$ cat src/rtl/seq_muldivmod.sv
// Multi-cycle unsigned divide / modulo / multiply unit with valid/ready handshakes.
// Optional MULDIV_POW2_FASTPATH_EN: power-of-two b resolves in one cycle instead of WIDTH.
module seq_muldivmod #(
    parameter int WIDTH = 8,
    parameter int CNT_W = $clog2(WIDTH + 1)
) (
    input  logic             clk,
    input  logic             resetn,
    input  logic             in_valid,
    output logic             in_ready,
    input  logic [1:0]       mode,
    input  logic [WIDTH-1:0] a,
    input  logic [WIDTH-1:0] b,
    output logic             out_valid,
    input  logic             out_ready,
    output logic [WIDTH-1:0] y,
    output logic             dbz
);

    typedef enum logic [1:0] {
        IDLE = 2'd0,
        RUN  = 2'd1,
        DONE = 2'd2
    } state_t;

    localparam logic [1:0] MODE_DIV = 2'd0;
    localparam logic [1:0] MODE_MOD = 2'd1;
    localparam logic [1:0] MODE_MUL = 2'd2;
    localparam logic [1:0] MODE_RSV = 2'd3;

    state_t             state_reg, state_next;
    logic [CNT_W-1:0]   cnt_reg, cnt_next;
    logic [1:0]         mode_reg, mode_next;
    // opa: dividend shifting into quotient (div/mod) or multiplicand shifting left (mul)
    logic [WIDTH-1:0]   opa_reg, opa_next;
    // opb: divisor (constant during RUN) or multiplier shifting right
    logic [WIDTH-1:0]   opb_reg, opb_next;
    // work: partial remainder (div/mod) or product accumulator (mul)
    logic [WIDTH-1:0]   work_reg, work_next;
    logic [WIDTH-1:0]   y_reg, y_next;
    logic               dbz_reg, dbz_next;

    logic [WIDTH:0]     rem_shift;
    logic               rem_ge;
    logic [WIDTH-1:0]   rem_step;
    logic [WIDTH-1:0]   quo_step;
    logic [WIDTH-1:0]   acc_step;

`ifdef MULDIV_POW2_FASTPATH_EN
    localparam int LG_W = (WIDTH > 2) ? $clog2(WIDTH) : 1;

    // Mask of bit positions whose index has bit k set; OR-ing b under it encodes log2 of a one-hot b.
    function automatic logic [WIDTH-1:0] index_mask(input int k);
        logic [WIDTH-1:0] m;
        m = '0;
        for (int i = 0; i < WIDTH; i++) begin
            m[i] = ((i >> k) & 1) == 1;
        end
        return m;
    endfunction

    logic [LG_W-1:0]  b_log2;
    logic             b_pow2;
    logic [WIDTH-1:0] fast_y;

    generate
        for (genvar gi = 0; gi < LG_W; gi++) begin : g_log2
            localparam logic [WIDTH-1:0] MASK = index_mask(gi);
            assign b_log2[gi] = |(b & MASK);
        end
    endgenerate

    assign b_pow2 = (b != '0) && ((b & (b - WIDTH'(1))) == '0);

    always_comb begin
        fast_y = '0;
        case (mode)
            MODE_DIV: fast_y = a >> b_log2;
            MODE_MOD: fast_y = a & (b - WIDTH'(1));
            MODE_MUL: fast_y = a << b_log2;
            default:  fast_y = '0;
        endcase
    end
`endif

    // One restoring-division step: the partial remainder is WIDTH+1 bits after the shift.
    // When rem_ge holds the true difference is below b, so WIDTH-bit modular subtraction is exact.
    assign rem_shift = {work_reg, opa_reg[WIDTH-1]};
    assign rem_ge    = rem_shift >= {1'b0, opb_reg};
    assign rem_step  = rem_ge ? (rem_shift[WIDTH-1:0] - opb_reg) : rem_shift[WIDTH-1:0];
    assign quo_step  = {opa_reg[WIDTH-2:0], rem_ge};

    // One shift-add multiply step, LSB of the multiplier first, truncated to WIDTH bits.
    assign acc_step  = work_reg + (opb_reg[0] ? opa_reg : '0);

    always_comb begin
        state_next = state_reg;
        cnt_next   = cnt_reg;
        mode_next  = mode_reg;
        opa_next   = opa_reg;
        opb_next   = opb_reg;
        work_next  = work_reg;
        y_next     = y_reg;
        dbz_next   = dbz_reg;

        case (state_reg)
            IDLE: begin
                if (in_valid) begin
                    mode_next = mode;
                    opa_next  = a;
                    opb_next  = b;
                    work_next = '0;
                    if (mode == MODE_RSV) begin
                        y_next     = '0;
                        dbz_next   = 1'b0;
                        state_next = DONE;
                    end else if ((mode != MODE_MUL) && (b == '0)) begin
                        y_next     = (mode == MODE_DIV) ? '1 : a;
                        dbz_next   = 1'b1;
                        state_next = DONE;
`ifdef MULDIV_POW2_FASTPATH_EN
                    end else if (b_pow2) begin
                        y_next     = fast_y;
                        dbz_next   = 1'b0;
                        state_next = DONE;
`endif
                    end else begin
                        cnt_next   = CNT_W'(WIDTH);
                        state_next = RUN;
                    end
                end
            end

            RUN: begin
                cnt_next = cnt_reg - CNT_W'(1);
                if (mode_reg == MODE_MUL) begin
                    work_next = acc_step;
                    opa_next  = opa_reg << 1;
                    opb_next  = opb_reg >> 1;
                end else begin
                    work_next = rem_step;
                    opa_next  = quo_step;
                end
                if (cnt_reg == CNT_W'(1)) begin
                    state_next = DONE;
                    dbz_next   = 1'b0;
                    case (mode_reg)
                        MODE_MUL: y_next = acc_step;
                        MODE_DIV: y_next = quo_step;
                        default:  y_next = rem_step;
                    endcase
                end
            end

            DONE: begin
                if (out_ready) begin
                    state_next = IDLE;
                end
            end

            default: begin
                state_next = IDLE;
            end
        endcase
    end

    always_ff @(posedge clk) begin
        if (!resetn) begin
            state_reg <= IDLE;
            cnt_reg   <= '0;
            mode_reg  <= MODE_DIV;
            opa_reg   <= '0;
            opb_reg   <= '0;
            work_reg  <= '0;
            y_reg     <= '0;
            dbz_reg   <= 1'b0;
        end else begin
            state_reg <= state_next;
            cnt_reg   <= cnt_next;
            mode_reg  <= mode_next;
            opa_reg   <= opa_next;
            opb_reg   <= opb_next;
            work_reg  <= work_next;
            y_reg     <= y_next;
            dbz_reg   <= dbz_next;
        end
    end

    assign in_ready  = (state_reg == IDLE);
    assign out_valid = (state_reg == DONE);
    assign y         = y_reg;
    assign dbz       = dbz_reg;

endmodule

$ cat config.mk
export PLATFORM = sky130hd
export DESIGN_NAME = seq_muldivmod
export DESIGN_NICKNAME = d
export VERILOG_FILES = /design/src/rtl/seq_muldivmod.sv
export SDC_FILE = /design/constraint.sdc
export NUM_CORES = 1
export LEC_CHECK = 0
export BUFFER_PORTS_ARGS = -buffer_cell sky130_fd_sc_hd__buf_2
export CORE_ASPECT_RATIO = 2
export CORE_MARGIN = 2
export CORE_UTILIZATION = 40
export CTS_BUF_LIST = sky130_fd_sc_hd__clkbuf_8
export CTS_CLUSTER_DIAMETER = 50
export DETAILED_ROUTE_END_ITERATION = 7
export PLACE_DENSITY = 0.57
export SYNTH_ARGS = -nofsm -noshare
export SYNTH_HDL_FRONTEND = slang
export SYNTH_SLANG_ARGS = --single-unit
$ cat constraint.sdc
create_clock -name clk -period 3 [get_ports clk]
set_input_delay 0.6 -clock clk [delete_from_list [all_inputs] [get_ports clk]]
set_output_delay 0.6 -clock clk [all_outputs]
set_load 0.01 [all_outputs]
=== Yosys cells after proc, flatten, opt, wreduce, memory -nomap -nowiden ===
Index checks and enable logic that the tools add are counted.

* Register bits: 41
* Input bits: 22
* Output and inout port bits: 11
* Word-level logic and storage cells: 70

* Add/subtract/negate cells: 3
* Order comparisons: 1
* Equal/unequal tests: 13
* Mux-type cells: 33
* Reductions and logical operators: 12

{| class="wikitable"
|+ Operators by type and width
! cell !! number
|-
| 2-to-1 mux 8 bit || 12
|-
| case mux 8 bit (2 select lines) || 5
|-
| 2-to-1 mux 4 bit || 3
|-
| inequality test 2 bit (second input constant) || 6
|-
| 2-to-1 mux 2 bit || 5
|-
| >= comparator 9 x 8 -> 1 bit || 1
|-
| adder 8 bit || 1
|-
| zero test 8 bit || 1
|-
| case mux 4 bit (2 select lines) || 1
|-
| AND reduction 4 bit || 2
|-
| subtractor 8 bit || 1
|-
| == test 2 bit (second input constant) || 3
|-
| zero test 2 bit || 3
|-
| case mux 2 bit (3 select lines) || 1
|-
| AND reduction 3 bit || 2
|-
| 2-to-1 mux 1 bit || 5
|-
| == test 4 x 1 -> 1 bit (second input constant) || 1
|-
| AND reduction 2 bit || 2
|-
| subtractor 4 x 1 -> 4 bit (second input constant) || 1
|-
| inequality test 3 x 1 -> 1 bit (second input constant) || 1
|-
| == test 2 x 1 -> 1 bit (second input constant) || 1
|-
| inequality test 2 x 1 -> 1 bit (second input constant) || 1
|-
| case mux 1 bit (2 select lines) || 1
|-
| nonzero test 2 bit || 1
|-
| logical AND 1 bit || 1
|}

=== Depth between registers and ports, before layout ===
* Word-level depth: 6
* Mapped depth: 10
* Gate-level depth less buffers: 10

=== Worst setup path after synthesis ===
No wires, ideal clock.

* Path type: register to register
* Start: register opb_reg[0]
* End: register y_reg[6] (netlist: y[6])
* Setup time: 92 ps
* Data arrival time: 2,125 ps
* Required time: 2,908 ps
* Setup slack: 783 ps
* Cell stages (with the launch flop): 10
* Buffers on the path: 0
* Period minus slack after synthesis: 2,217 ps
* Cell sequence: dfxtp_1 > and2_1 > ha_1 > fa_1 > a211oi_1 > o31ai_1 > a21oi_1 > xnor2_1 > a21oi_1 > o32ai_1

* Word-level cells in the longest chain between the ends: 5
* Elaborated cells on any way between the ends: 8
* Those cells by class: 2 x add/sub; 1 x order compare; 5 x mux

{| class="wikitable"
|+ Ends and longest elaborated chain
! item !! line !! source
|-
| start, declared || 37 || <nowiki>logic [WIDTH-1:0] opb_reg, opb_next;</nowiki>
|-
| start signal, assigned || 182 || <nowiki>opb_reg <= opb_next;</nowiki>
|-
| subtractor 8 bit (tied with other cells) || 90 || <nowiki>assign rem_step = rem_ge ? (rem_shift[WIDTH-1:0] - opb_reg) : rem_shift[WIDTH-1:0];</nowiki>
|-
| 2-to-1 mux 8 bit / adder 8 bit (equally long branches) || 90, 94 ||
|-
| case mux 8 bit (2 select lines) * || 147 || <nowiki>case (mode_reg)</nowiki>
|-
| 2-to-1 mux 8 bit * || 144 || <nowiki>if (cnt_reg == CNT_W'(1)) begin</nowiki>
|-
| case mux 8 bit (2 select lines) * || 106 || <nowiki>case (state_reg)</nowiki>
|-
| end signal, assigned || 184 || <nowiki>y_reg <= y_next;</nowiki>
|-
| end, declared || 40 || <nowiki>logic [WIDTH-1:0] y_reg, y_next;</nowiki>
|}

Mark *: on every way between the ends. The rest lies on a longest branch, timed or not. The select of a mux whose other input is x is not followed.
A chain may end at the register's enable or synchronous reset.

=== Final worst setup path ===
* Start: register opb_reg[0]
* End: register y_reg[4] (netlist: y[4])

The elaborated chain is that of the path after synthesis.

==> reports/results.tsv <==
metric	value	unit
Antenna Cells	0	
Hold EP	y[4]	
setup_tns	0	ns
Max Fanout on Critical Path	10	
Reg power frac	28.0	%
vias in the first global route	2951	
R2R Setup Slk	0.24	ns
DIE AREA	8360	um2
reg2reg start	opb_reg[0]	
vias per inst	5.78	
Detailed Route WL	8.93	mm
hold_ws	0.461	ns
P per Cell Area	939	nW/um2
maximum vdd drop	532	uV
Setup Crit Path Kind	register to register	
worst rel slew slack	27.5	%
Pins Over Slew Limit	0	
IO Count	33	
Worst Reg-to-Reg Cells	9	
Top FF cell, synth	dfxtp_1	
Seq cells post-synth	41	
Synth async-reset ratio	0	%
status	finished, final reports clean	
cell at the root of the clock tree	clkbuf_8	
1st-pass router iterations	5	
Crit. End Element	register	
via count	2994	
TritonCTS clock tree	built	
count of final hold-check violations	0	
Antenna Violating Nets Remaining	0	
Pint	1.63	mW
Switch Pwr	1.52	mW
Final #Nets	466	
CTS Buf Count	5	
grt total ovfl	0	
Rows	45	
post-layout util	44.7	%
Hold Buf Count CTS	0	
Final Critical Period	2.76	ns
unrepaired setup endpoints after global routing	false	
post-synth cell types	60	
Avg Inst Size Synth	7.57	um2
non-filler cells in the finished layout	518	
Slew @ Worst Pin	1.09	ns
Net Sw Frac	48.3	%
PostCTS Resize Cnt	0	
CTS H-Tree Depth	2	
Synth warnings	0	
Worst-Skew Late Latency	0.31	ns
Worst setup SP type	register	
Placed Instances	511	
drt drc	0	
combinational share of power	60.0	%
Leak	1.39	nW
initial antenna violation count	0	
Reg-to-Reg End	y[4]	
Seq/Total Area, Yosys	27.0	%
pin count of the biggest net entering global routing	33	
Die Span Y	127	um
Mapped Cells	402	
post-synthesis net count	444	
layout cells sized above 1	12.7	%
dpl hpwl	6.81	mm
CP required	3.22	ns
Tightest Hold Check Type	register to register	
Starting Density	40.6	%
final clock skew	0.0117	ns
highest attainable clock frequency	0.363	GHz
die width	65.7	um
wire per inst	17.2	um
fin crit share	92.0	%
# clock sinks	41	
input/output buffers	32	
Crit. Startpoint	opb_reg[0]	
final setup fails	0	
number of synthesized flops with an enable pin	0	
Clock Tree Buf Depth	2	
max cap viols	0	
core area	7490	um2
Clk pwr share	12.1	%
Iter 0 DRT Violations	194	
setup repair bufs after CTS	0	
hold path start	y[4]	
Hold Path Stages	2	
GP Congestion	0.924	
first-pass GRT wire length	14.6	mm
CTS clk-pin slew, worst paths	0.08	ns
synthesized cell area	3040	um2
GR Util All Layers	22.6	%
P&R area growth vs syn	10.1	%
WP data arrival	2.98	ns
## power groups by stage
stage / Clock (mW) / Sequential, mW / Combinational (mW)
global placement: 0 / 0.884 / 1.82
floorplan: 0 / 0.837 / 1.45
global route: 0.405 / 0.899 / 2.06
finish: 0.379 / 0.880 / 1.89
detailed placement: 0 / 0.888 / 1.86
CTS: 0.384 / 0.876 / 1.87
## how the worst max path moves through the flow
stage / slack [ns] / end / cells after the start
6_report: 0.24 / y[4] / 9
3_5_place_dp: 0.26 / y[4] / 9
3_3_place_gp: 0.34 / y[4] / 9
4_1_cts: 0.22 / y[4] / 9
5_1_grt: 0.11 / y[4] / 9
2_1_floorplan: 0.78 / y[6] / 9
## cell type report
cell class                 count  area, um2
tap                           94        118
clock buffer                   6       82.6
fill                         784       4140
inverter                      27        101
timing repair buffer          39        213
sequential                    41        821
multi-input combinational    310       2010
clock inverter                 1       3.75
## cells in the mapped netlist (3+ instances only)
library cell / count / share of area (%)
a211oi_1: 9 / 2.2
and3_1: 3 / 0.62
maj3_1: 7 / 2.3
nand2_1: 55 / 6.8
xor2_1: 5 / 1.4
nor3b_1: 3 / 0.74
xnor2_1: 7 / 2.0
nor2_1: 51 / 6.3
clkbuf_1: 13 / 1.6
o21ai_0: 17 / 2.8
nand2b_1: 4 / 0.82
nand3_1: 5 / 0.82
dfxtp_1: 41 / 27
a311oi_1: 14 / 4.0
nor2b_1: 5 / 1.0
nor3_1: 3 / 0.49
a21oi_1: 28 / 4.6
a22oi_1: 3 / 0.74
ha_1: 18 / 7.4
mux2i_1: 10 / 3.3
inv_1: 27 / 3.3
o21bai_1: 4 / 0.99
and2_1: 9 / 1.9
buf_2: 10 / 1.6
a31oi_1: 6 / 1.2
o31ai_1: 3 / 0.74
## placed cells by master (no fill, tap or decap), types with 2 or more instances in the layout
cell type  count
a211oi_1       9
a21o_1         2
a21oi_1       28
a222oi_1       2
a22oi_1        3
a311oi_1      14
a31oi_1        6
a32o_1         2
and2_1         9
and3_1         3
buf_2         32
buf_4          7
clkbuf_8       6
dfxtp_1       41
fa_1           2
ha_1          18
inv_1         28
maj3_1         7
mux2i_1       10
nand2_1       55
nand2b_1       4
nand3_1        5
nor2_1        51
nor2b_1        5
nor3_1         3
nor3b_1        3
nor4_1         2
o2111ai_1      2
o211ai_1       2
o21a_1         2
o21ai_0       17
o21bai_1       4
o31ai_1        3
xnor2_1        7
xor2_1         5
## cells by family (layout without fill, tap and decap cells)
group | Yosys count | count (layout) | share of synthesized area (%)
simple gates | 150 | 150 | 22.5
mux | 12 | 12 | 4.15
xor+xnor | 12 | 12 | 3.46
buf+inv | 51 | 73 | 6.95
compound gates | 109 | 109 | 24.9
flops | 41 | 41 | 27.0
fa+ha+maj | 27 | 27 | 11.0
## worst max-delay path: stages (launching register included)
cell	delay, ns
dfxtp_1	0.58
ha_1	0.27
inv_1	0.06
fa_1	0.42
a211oi_1	0.37
nor2_1	0.11
xor2_1	0.19
mux2i_1	0.14
a311o_1	0.39
a21oi_1	0.13
## per-layer routing
layer	up-vias	track usage (%)	wire length (um)
met5	-	0	0
met4	0	9.44	287
met1	1409	28.5	3770
met3	20	2.90	408
li1	1472	-	-
met2	93	38.0	4460
## per-stage QoR
step,power (mW),setup slack (ns),cell area [um2]
CTS,3.13,0.223,3350
floorplan,2.29,0.783,3040
detailed placement,2.75,0.257,3260
finish,3.14,0.241,3350
global placement,2.70,0.344,3260
global route,3.37,0.106,3350
Power figures use the tool's default switching activity.
